## src/rtl/traffic_pkg.sv

```systemverilog
// -----------------------------------------------------------------------------
// traffic_pkg
// Types shared by the traffic-light command path:
//   cmd_type_e       - command encoding understood by the light controller
//   deframer_state_e - byte position inside a command frame
//   err_code_e       - reason a frame was rejected by the deframer
// -----------------------------------------------------------------------------
package traffic_pkg;

    typedef enum logic [2:0] {
        TURN_ON         = 3'd0,
        TURN_OFF        = 3'd1,
        SET_UNC         = 3'd2,
        SET_GREEN_TIME  = 3'd3,
        SET_RED_TIME    = 3'd4,
        SET_YELLOW_TIME = 3'd5
    } cmd_type_e;

    typedef enum logic [2:0] {
        SYNC_S = 3'd0,
        TYPE_S = 3'd1,
        DHI_S  = 3'd2,
        DLO_S  = 3'd3,
        CSUM_S = 3'd4
    } deframer_state_e;

    typedef enum logic [1:0] {
        ERR_NONE    = 2'd0,
        ERR_CSUM    = 2'd1,
        ERR_TYPE    = 2'd2,
        ERR_TIMEOUT = 2'd3
    } err_code_e;

endpackage

```

## src/rtl/gap_timer.sv

```systemverilog
// -----------------------------------------------------------------------------
// gap_timer
// Counts idle clocks between bytes of a frame and flags a stalled frame.
// Ports:
//   clk_i    - clock
//   srst_n_i - synchronous active-low reset
//   run      - count enable (high while a frame is in progress)
//   clear    - a byte was accepted this cycle; restart the gap count
//   expired  - single-cycle flag: the gap limit is hit in this cycle and no
//              byte arrived to rescue the frame
// -----------------------------------------------------------------------------
module gap_timer #(
    parameter logic [19:0] TIMEOUT_CYCLES = 20'd1_000_000
) (
    input  logic clk_i,
    input  logic srst_n_i,
    input  logic run,
    input  logic clear,
    output logic expired
);

    logic [19:0] cnt;

    // A byte in the expiry cycle wins, so clear masks the expiry.
    assign expired = run && !clear && (cnt == (TIMEOUT_CYCLES - 20'd1));

    always_ff @(posedge clk_i) begin
        if (!srst_n_i || !run || clear || expired) begin
            cnt <= '0;
        end else begin
            cnt <= cnt + 20'd1;
        end
    end

endmodule

```

## src/rtl/traffic_cmd_deframer.sv

```systemverilog
// -----------------------------------------------------------------------------
// traffic_cmd_deframer
// Assembles 5-byte command frames (SYNC, TYPE, DATA_HI, DATA_LO, CSUM) from a
// byte stream and hands good commands to the traffic-light controller.
// Ports:
//   clk_i        - clock
//   srst_n_i     - synchronous active-low reset
//   byte_data_i  - received byte
//   byte_valid_i - byte strobe, one byte per cycle, no backpressure
//   cmd_type_o   - command type of the last good frame (held)
//   cmd_data_o   - payload of the last good frame (held)
//   cmd_valid_o  - one-cycle pulse per good frame
//   err_o        - one-cycle pulse per rejected frame
//   err_code_o   - cause of the last rejection: 1 csum, 2 type, 3 timeout
//   err_cnt_o    - rejected frame count, saturating at 255
// -----------------------------------------------------------------------------
module traffic_cmd_deframer
    import traffic_pkg::*;
#(
    parameter logic [7:0]  SYNC_BYTE      = 8'hA5,
    parameter logic [19:0] TIMEOUT_CYCLES = 20'd1_000_000,
    parameter logic [2:0]  MAX_CMD_TYPE   = 3'd5
) (
    input  logic        clk_i,
    input  logic        srst_n_i,
    input  logic [7:0]  byte_data_i,
    input  logic        byte_valid_i,
    output logic [2:0]  cmd_type_o,
    output logic [15:0] cmd_data_o,
    output logic        cmd_valid_o,
    output logic        err_o,
    output logic [1:0]  err_code_o,
    output logic [7:0]  err_cnt_o
);

    deframer_state_e state;
    logic [7:0]      type_sh;
    logic [7:0]      dhi_sh;
    logic [7:0]      dlo_sh;
    logic [7:0]      csum;
    logic            gap_expired;

    function automatic logic [7:0] sat_inc(input logic [7:0] v);
        return (v == 8'hFF) ? v : v + 8'd1;
    endfunction

    function automatic logic type_ok(input logic [7:0] t);
        return (t[7:3] == 5'd0) && (t[2:0] <= MAX_CMD_TYPE);
    endfunction

    gap_timer #(
        .TIMEOUT_CYCLES(TIMEOUT_CYCLES)
    ) u_gap_timer (
        .clk_i   (clk_i),
        .srst_n_i(srst_n_i),
        .run     (state != SYNC_S),
        .clear   (byte_valid_i),
        .expired (gap_expired)
    );

    always_ff @(posedge clk_i) begin
        if (!srst_n_i) begin
            state       <= SYNC_S;
            type_sh     <= '0;
            dhi_sh      <= '0;
            dlo_sh      <= '0;
            csum        <= '0;
            cmd_type_o  <= '0;
            cmd_data_o  <= '0;
            cmd_valid_o <= 1'b0;
            err_o       <= 1'b0;
            err_code_o  <= ERR_NONE;
            err_cnt_o   <= '0;
        end else begin
            cmd_valid_o <= 1'b0;
            err_o       <= 1'b0;

            // Expiry can only fire in a cycle without a byte, so it never
            // competes with the byte-driven transitions below.
            if (gap_expired) begin
                state      <= SYNC_S;
                err_o      <= 1'b1;
                err_code_o <= ERR_TIMEOUT;
                err_cnt_o  <= sat_inc(err_cnt_o);
            end else if (byte_valid_i) begin
                unique case (state)
                    SYNC_S: begin
                        if (byte_data_i == SYNC_BYTE) begin
                            state <= TYPE_S;
                            csum  <= '0;
                        end
                    end
                    TYPE_S: begin
                        type_sh <= byte_data_i;
                        csum    <= csum ^ byte_data_i;
                        state   <= DHI_S;
                    end
                    DHI_S: begin
                        dhi_sh <= byte_data_i;
                        csum   <= csum ^ byte_data_i;
                        state  <= DLO_S;
                    end
                    DLO_S: begin
                        dlo_sh <= byte_data_i;
                        csum   <= csum ^ byte_data_i;
                        state  <= CSUM_S;
                    end
                    CSUM_S: begin
                        state <= SYNC_S;
                        // Checksum takes priority over the type check.
                        if (byte_data_i != csum) begin
                            err_o      <= 1'b1;
                            err_code_o <= ERR_CSUM;
                            err_cnt_o  <= sat_inc(err_cnt_o);
                        end else if (!type_ok(type_sh)) begin
                            err_o      <= 1'b1;
                            err_code_o <= ERR_TYPE;
                            err_cnt_o  <= sat_inc(err_cnt_o);
                        end else begin
                            cmd_type_o  <= type_sh[2:0];
                            cmd_data_o  <= {dhi_sh, dlo_sh};
                            cmd_valid_o <= 1'b1;
                        end
                    end
                    default: state <= SYNC_S;
                endcase
            end
        end
    end

endmodule
```

## config.mk

```make
export PLATFORM = sky130hd
export DESIGN_NAME = traffic_cmd_deframer
export DESIGN_NICKNAME = d
export VERILOG_FILES = /design/src/rtl/traffic_pkg.sv /design/src/rtl/gap_timer.sv /design/src/rtl/traffic_cmd_deframer.sv
export SDC_FILE = /design/constraint.sdc
export NUM_CORES = 1
export LEC_CHECK = 0
export CAP_MARGIN = 15
export CORE_ASPECT_RATIO = 0.9
export CORE_MARGIN = 3
export CORE_UTILIZATION = 50
export CTS_BUF_LIST = sky130_fd_sc_hd__clkbuf_4 sky130_fd_sc_hd__clkbuf_8
export DETAILED_ROUTE_END_ITERATION = 10
export HOLD_SLACK_MARGIN = 0.06
export PLACE_DENSITY = 0.73
export SYNTH_ARGS = -nofsm -noshare
export SYNTH_HDL_FRONTEND = slang
export SYNTH_SLANG_ARGS = --single-unit
```

## constraint.sdc

```tcl
create_clock -name clk_i -period 2.21 [get_ports clk_i]
set_input_delay 0.442 -clock clk_i [delete_from_list [all_inputs] [get_ports clk_i]]
set_output_delay 0.442 -clock clk_i [all_outputs]
set_load 0.01 [all_outputs]
```

==> implementation parameters, run 1 <==
Parameter                              Value

Final layout
  ANT cells ... 0
  Final-stage net count ... 493
  Layout filler cell count ... 573
  Fraction of layout cells with a size suffix above 1 ... 10.3%
  Non-Filler Instances ... 575
  Layout overhead on the synthesized area ... 24.8%
  Multi-input gate area ... 1740 sq um
  Area used by sequential logic in the layout ... 1720 sq um

Detailed routing
  DRT Pass-1 Iters ... 4
  DRC errors left ... 0
  Number of design-rule violations left by the first detailed-router iteration ... 169
  Routed wire length ... 7.92 mm
  Drt via density ... 5.34
  Final routed wire length divided by cell count ... 13.8 microns
  Total number of vias ... 3,071
  Number of nets still failing antenna checks after routing ... 0

Timing
  Ratio of final minimum period to clock period ... 92.7%
  Tightest slew margin relative to the limit ... 63.1%
  Highest achievable clock rate ... 488 MHz
  Shortest clock period the worst path allows after layout ... 2.05 ns
  Final Hold Violating Endpoints ... 0
  Setup TNS ... 0 ns
  Endpoints failing setup ... 0
  Clock tree skew after final layout ... 0.00844 ns
  Setup repair after global routing missed its margin ... false
  Max Slew Vio Count ... 0
  Actual transition at the worst max-transition pin ... 0.551 ns

Critical path
  Worst Path Max Fanout ... 9
  Category of the worst setup path capture point ... register
  R2r startpoint ... u_gap_timer.cnt[0]$_SDFF_PP0_
  Worst endpoint data arrival time ... 2.28 ns
  Critical path buffers and inverters ... 2
  Highest-delay cell along the critical path ... clkdlybuf4s50_1
  Critical path origin ... byte_data_i[2]
  Total stage count of the critical path ... 7
  Crit-path leading delay family ... buffers and inverters
  Number of cell instances on the worst register-to-register path ... 6
  Crit path largest cell delay ... 0.54 ns
  Required time of the critical path ... 2.44 ns
  Critical path, cell by cell ... clkdlybuf4s50_1 -> buf_4 -> or4bb_1 -> o21ai_2 -> nand2_2 -> o21ai_0 -> a21oi_1
  Critical setup path kind ... input pin to register
  Worst setup SP type ... input pin

Synthesis
  Top-area cell type share of the netlist area ... 48.4%
  Count of warnings emitted by yosys ... 0
  Cell taking the most area after synthesis ... dfxtp_1
  Number of register bits inferred by synthesis ... 86
  Top cells by area in the synthesized netlist ... dfxtp_1 (48%), nand2_1 (9.1%), a21oi_1 (7.5%), nor2_1 (5.1%), xor2_1 (3.2%)
  Syn Area/Cell ... 8.37 sq um
  Summed instance area of the synthesized netlist ... 3560 sq um
  Portion of the post-synthesis area used by sequential elements ... 48.4%
  Number of enable flip-flop cells after synthesis ... 0
  Synth Net Count ... 438
  Top flip-flop cell by instance count after synthesis ... dfxtp_1
  Async set-or-reset flop fraction in the synthesized netlist ... 0%
  Synthesized netlist cell count ... 425
  Number of distinct library cells after synthesis ... 43

Global routing
  Pin count of the biggest net entering global routing ... 49
  Overflow left after global routing ... 0
  Number of global-route vias before repair ... 2,825
  Total GRT Usage ... 20.4%
  Initial antenna violation count ... 0
  Global-route wire length before repair ... 13.2 mm

Power and ir drop
  Register share of total power ... 55.6%
  Pwr/cell area ... 627 nW/um^2
  Clk pwr share ... 40.9%
  Static power due to leakage ... 1.48 nW
  Int Power ... 2.17 mW
  Power share of the combinational group ... 3.5%
  Worst-case vdd ir drop ... 0.488 mV
  Switching portion of total power ... 22.0%
  Switching power total ... 613 uW

Die
  DIE HEIGHT ... 86.0 microns
  Total number of placement rows ... 28
  Starting Density ... 52.9%
  Core region area ... 6730 sq um
  Die span in x ... 94.9 microns
  Floorplan die area ... 8170 sq um
  Io pins ... 42

Clocking
  Total CTS buffers ... 9
  Insertion delay of the later-clocked pin in the worst-skew pair ... 0.36 ns
  Max clock buf depth ... 2
  Register clock-pin slew on the reported worst setup and hold paths ... 0.08 ns
  Clock sink count ... 86
  CTS Root Buffer Type ... clkbuf_8
  Number of H-tree branching levels ... 3
  TritonCTS clock tree ... yes

Outcome
  Outcome ... complete, no violations

Placed design
  Placer congestion estimate ... 0.812
  Buffers added on ports ... 41
  Placed insts ... 559
  HPWL after detailed placement ... 5.51 mm

Run
  Max cap viols ... 0

Min path
  Instance count along the most critical hold path ... 2
  Startpoint of the tightest hold check path ... cmd_data_o[10]$_SDFFE_PN0P_
  Worst min path class ... register to register
state kept, by name (all words and copies together) (netlist names):
signal,flops
dhi_sh,8
cmd_data_o,16
dlo_sh,8
err_o,1
type_sh,8
err_code_o,2
err_cnt_o,8
csum,8
state,3
cmd_type_o,3
cmd_valid_o,1
u_gap_timer.cnt,20
cell type report:
class / instances / area share (%)
clock buffers: 11 / 3.41
inverters: 3 / 0.254
flip-flops and latches: 86 / 38.8
repair buffers: 66 / 14.6
clock inverters: 5 / 1.30
multi-input cells: 314 / 39.1
well taps: 90 / 2.54
power groups by stage:
stage | Clock [mW] | Combinational, mW | Sequential [mW]
after CTS | 1.16 | 0.0961 | 1.55
after global placement | 0 | 0.0952 | 1.59
after detailed placement | 0 | 0.0954 | 1.59
after global routing | 1.22 | 0.105 | 1.55
final | 1.14 | 0.0976 | 1.55
after floorplan | 0 | 0.0428 | 1.59
synth_stat cells, drive strengths merged (2+ instances only):
master  instances
nand2b          3
xnor2          12
nor3            6
dfxtp          86
inv             2
and4            3
o311ai          2
nor3b           2
and3            9
nor4            2
o41ai           4
buf             9
clkbuf         13
a21oi          53
nand2          86
nor2           50
mux2i           8
o21ai          15
nand3          15
nand3b         10
nor4b           2
nand4           5
or3             2
ha              2
xor2           13
layout by cell type (no fill, tap or decap), types with 2 or more instances in the layout:
cell	instances
buf_4	21
nor3b_1	2
ha_1	2
nor2_1	48
a21oi_1	53
nand3b_1	10
nor3_1	5
dfxtp_1	86
nand4_1	4
nand3_1	15
or3_1	2
clkinvlp_4	3
buf_12	4
nor4b_1	2
xnor2_1	12
o21ai_0	12
nand2b_1	3
mux2i_1	8
o311ai_1	2
clkdlybuf4s50_1	41
and3_1	9
nand2_1	85
and4_1	3
inv_1	2
xor2_1	13
clkbuf_8	11
o21ai_1	2
o41ai_1	4
cells by family after synthesis:
| group | after synthesis | share of synthesized area (%) |
|---|---|---|
| compound gates | 78 | 11.9 |
| xor+xnor | 25 | 6.15 |
| fa+ha+maj | 2 | 0.703 |
| buf+inv | 25 | 3.13 |
| flops | 86 | 48.4 |
| mux | 9 | 2.57 |
| simple gates | 200 | 27.2 |
repair_timing:
item	in CTS	in global routing
buffers inserted	0	0
gates resized for setup	0	4
setup endpoints to repair	0	17
hold buffers	0	0
worst paths after layout:
path                                                     to  slack, ns
worst max-delay path                   csum[2]$_SDFFE_PN0P_       0.16
worst min-delay path            cmd_data_o[10]$_SDFFE_PN0P_       0.45
worst max register to register    err_cnt_o[4]$_SDFFE_PN0P_       0.20
worst min register to register  cmd_data_o[10]$_SDFFE_PN0P_       0.45
routing by layer:
metal	global-route usage (%)	wire length, microns	up-vias
met4	6.42	99	0
met2	30.9	3580	71
met5	0	0	-
met3	6.14	472	8
met1	28.0	3770	1436
li1	-	-	1556
worst register-to-register path: stages (launching register included):
cell and delay [ns]:
dfxtp_1 0.39, ha_1 0.22, and3_1 0.34, nand4_4 0.14
o21a_2 0.21, or4_1 0.51, a21oi_1 0.15
metrics by stage:
stage / util [%] / setup slack (ns) / cell area, sq um / hold WS [ns] / power, mW
after floorplan: - / 0.362 / 3560 / 0.431 / 1.63
after global placement: 62.7 / -0.201 / 4220 / 0.438 / 1.68
after detailed placement: 62.7 / -0.248 / 4220 / 0.443 / 1.68
after CTS: 65.8 / 0.0860 / 4430 / 0.454 / 2.80
after global routing: 66.0 / 0.0192 / 4440 / 0.467 / 2.88
final: 66.0 / 0.162 / 4440 / 0.451 / 2.79
(Power assumes the default switching activity.)
==> run 2, diff against run 1 <==
Settings changed: CELL_PAD_IN_SITES_DETAIL_PLACEMENT from default to 0, CELL_PAD_IN_SITES_GLOBAL_PLACEMENT from default to 1, CORE_UTILIZATION 50 to 43, PLACE_DENSITY 0.73 to default, PLACE_DENSITY_LB_ADDON from default to 0.1, SLEW_MARGIN from default to 20.
==> run 2 against run 1 <==
Compared with the run above:
- fmax grew 0.69%
- sequential cell count unchanged
- cell area increased by 0.99%
- utilization fell by 8.3 points
- register-to-register slack improved by 0.05 ns
- die area rose by 15%
- critical path depth stayed put
- worst hold slack gained 0.0034 ns
- combinational power hardly changed
==> implementation parameters, run 2 (same netlist as run 1, synthesis figures left out) <==
Parameter                              Value

Outcome
  Outcome ... complete, no violations (unchanged)

Final layout
  Layout filler cell count ... 723 (was 573)
  Final-stage net count ... 499 (was 493)
  Final standard cell utilization of the core ... 57.7% (was 66.0%)
  Registers with the highest flip-flop counts ... u_gap_timer.cnt: 20 flops, cmd_data_o: 16 flops (unchanged)
  Fraction of layout cells with a size suffix above 1 ... 11.0% (was 10.3%)
  Flip-flop count of the largest register after layout ... 20 (unchanged)
  Commonest cells after routing, fill and taps aside ... nand2_1 (86), dfxtp_1 (86), a21oi_1 (53) (was dfxtp_1 (86), nand2_1 (85), a21oi_1 (53))
  ANT cells ... 0 (unchanged)
  Biggest register ... u_gap_timer.cnt (unchanged)
  Layout overhead on the synthesized area ... 26.0% (was 24.8%)

Min path
  Startpoint of the tightest hold check path ... cmd_data_o[11]$_SDFFE_PN0P_ (was cmd_data_o[10]$_SDFFE_PN0P_)
  Instance count along the most critical hold path ... 2 (unchanged)
  Worst min path class ... register to register (unchanged)
  Endpoint of the worst hold-timing path ... cmd_data_o[11]$_SDFFE_PN0P_ (was cmd_data_o[10]$_SDFFE_PN0P_)

Timing
  Worst hold margin ... 0.454 ns (was 0.451 ns)
  Ratio of final minimum period to clock period ... 92.0% (was 92.7%)
  Clock tree skew after final layout ... 0.0156 ns (was 0.00844 ns)
  Shortest clock period the worst path allows after layout ... 2.03 ns (was 2.05 ns)
  Max Slew Vio Count ... 0 (unchanged)
  Tightest slew margin relative to the limit ... 67.4% (was 63.1%)
  Highest achievable clock rate ... 492 MHz (was 488 MHz)
  Final Hold Violating Endpoints ... 0 (unchanged)
  Setup repair after global routing missed its margin ... false (unchanged)
  Endpoints failing setup ... 0 (unchanged)
  Actual transition at the worst max-transition pin ... 0.485 ns (was 0.551 ns)

Detailed routing
  Total number of vias ... 3,040 (was 3,071)
  Number of design-rule violations left by the first detailed-router iteration ... 134 (was 169)
  Drt via density ... 5.18 (was 5.34)
  Routed wire length ... 7.96 mm (was 7.92 mm)
  Number of nets still failing antenna checks after routing ... 0 (unchanged)
  Final routed wire length divided by cell count ... 13.6 microns (was 13.8 microns)
  DRT Pass-1 Iters ... 4 (unchanged)
  DRC errors left ... 0 (unchanged)

Power and ir drop
  Total power consumption of the routed design ... 2.75 mW (was 2.79 mW)
  Pwr/cell area ... 613 nW/um^2 (was 627 nW/um^2)
  Static power due to leakage ... 1.51 nW (was 1.48 nW)
  Worst-case vdd ir drop ... 0.410 mV (was 0.488 mV)

Critical path
  Number of cell instances on the worst register-to-register path ... 6 (unchanged)
  Worst Path Max Fanout ... 9 (unchanged)
  Total stage count of the critical path ... 7 (unchanged)
  Critical setup path kind ... input pin to register (unchanged)
  Worst endpoint data arrival time ... 2.34 ns (was 2.28 ns)
  Highest-delay cell along the critical path ... or4bb_1 (was clkdlybuf4s50_1)
  Category of the worst setup path capture point ... register (unchanged)
  Worst setup SP type ... input pin (unchanged)
  Critical path buffers and inverters ... 2 (unchanged)
  Capturing point of the worst reg2reg path ... err_cnt_o[4]$_SDFFE_PN0P_ (unchanged)
  Crit path largest cell delay ... 0.49 ns (was 0.54 ns)
  Crit-path leading delay family ... simple AND/OR/NAND/NOR gates (was buffers and inverters)
  R2r startpoint ... u_gap_timer.cnt[10]$_SDFF_PP0_ (was u_gap_timer.cnt[0]$_SDFF_PP0_)
  Required time of the critical path ... 2.51 ns (was 2.44 ns)
  Critical path, cell by cell ... clkdlybuf4s50_1 -> buf_4 -> or4bb_1 -> o21ai_1 -> nand2_1 -> mux2_2 -> nor2_1 (was clkdlybuf4s50_1 -> buf_4 -> or4bb_1 -> o21ai_2 -> nand2_2 -> o21ai_0 -> a21oi_1)
  Register-to-Register Setup Slack ... 0.25 ns (was 0.20 ns)

Die
  Die span in x ... 102 microns (was 94.9 microns)
  Starting Density ... 45.8% (was 52.9%)
  Core region area ... 7770 sq um (was 6730 sq um)
  Total number of placement rows ... 30 (was 28)
  DIE HEIGHT ... 92.3 microns (was 86.0 microns)
  Floorplan die area ... 9400 sq um (was 8170 sq um)
  Io pins ... 42 (unchanged)

Clocking
  Insertion delay of the later-clocked pin in the worst-skew pair ... 0.37 ns (was 0.36 ns)
  CTS Root Buffer Type ... clkbuf_8 (unchanged)
  Number of H-tree branching levels ... 3 (unchanged)
  Clock sink count ... 86 (unchanged)
  TritonCTS clock tree ... yes (unchanged)
  Max clock buf depth ... 2 (unchanged)
  Total CTS buffers ... 9 (unchanged)
  Register clock-pin slew on the reported worst setup and hold paths ... 0.09 ns (was 0.08 ns)

Global routing
  Global-route wire length before repair ... 14.0 mm (was 13.2 mm)
  Met2 GRT Util ... 27.0% (was 30.9%)
  Fraction of met3 tracks used by global routing ... 4.14% (was 6.14%)
  Pin count of the biggest net entering global routing ... 55 (was 49)
  Initial antenna violation count ... 0 (unchanged)
  GR met1 Demand/Resource ... 27.1% (was 28.0%)
  Number of global-route vias before repair ... 2,875 (was 2,825)
  Total GRT Usage ... 18.4% (was 20.4%)
  Overflow left after global routing ... 0 (unchanged)
  GR peak layer ... met1 (was met2)

Placed design
  Placer congestion estimate ... 0.845 (was 0.812)
  Buffers added on ports ... 41 (unchanged)
  HPWL after detailed placement ... 5.60 mm (was 5.51 mm)

Run
  Max cap viols ... 0 (unchanged)
-- run 2: power by group --
group | internal (mW) | leakage [nW] | switching [mW]
sequential | 1.55 | 0.692 | 0.000475
combinational | 0.0459 | 0.719 | 0.0555
clock | 0.448 | 0.0981 | 0.649
total | 2.04 | 1.51 | 0.705
-- run 2: worst max-delay path by stage --
stage / slack [ns] / startpoint / end
2_1_floorplan: 0.36 / byte_data_i[1] / err_cnt_o[5]$_SDFFE_PN0P_
3_5_place_dp: -0.33 / byte_data_i[6] / err_cnt_o[1]$_SDFFE_PN0P_
6_report: 0.18 / byte_data_i[3] / state[0]$_SDFFE_PP0P_
3_3_place_gp: -0.24 / byte_data_i[6] / err_cnt_o[1]$_SDFFE_PN0P_
5_1_grt: 0.03 / byte_data_i[6] / err_cnt_o[6]$_SDFFE_PN0P_
4_1_cts: 0.05 / byte_data_i[6] / err_cnt_o[1]$_SDFFE_PN0P_
-- run 2: through the flow --
stage	setup WS [ns]	cell area, sq um	TNS (ns)	std cells
after floorplan	0.362	3560	0	425
after global placement	-0.245	4280	-3.44	571
after detailed placement	-0.332	4280	-4.25	571
after CTS	0.0544	4480	0	587
after global routing	0.0264	4480	0	587
final	0.176	4480	0	587
-- run 2: metal layers --
layer / up-vias / share of wire, %
met5: - / 0
met4: 0 / 1.2
met3: 10 / 5.0
met2: 53 / 43
met1: 1407 / 51
li1: 1570 / -
-- run 2: worst min-delay path: cells and delay by family (launching register included) --
kind             cells  cell delay [ns]
AND/OR/NAND/NOR      1             0.05
AO/OA/AOI/OAI        1             0.05
flip-flops           1             0.32
-- run 2: final cells by class --
cell class / instances / area [sq um] / area share [%]
clock buffers: 9 / 124 / 2.76
clock inverters: 7 / 70.1 / 1.56
inverters: 3 / 11.3 / 0.251
multi-input cells: 314 / 1730 / 38.6
flip-flops and latches: 86 / 1720 / 38.4
well taps: 96 / 120 / 2.68
repair buffers: 72 / 706 / 15.7
-- run 2: repair_timing --
action / 4_1_cts / 5_1_grt
gates resized for setup: 0 / 2
setup endpoints to repair: 0 / 8
buffers inserted: 0 / 0
hold buffers: 0 / 0
==> run 3, diff against run 2 <==
Settings changed: CAP_MARGIN 15 to 20, CTS_CLUSTER_SIZE from default to 28, TNS_END_PERCENT from default to 5.
==> results of run 3 <==
The final DEF is identical to that of run 2; final timing and power are the same.
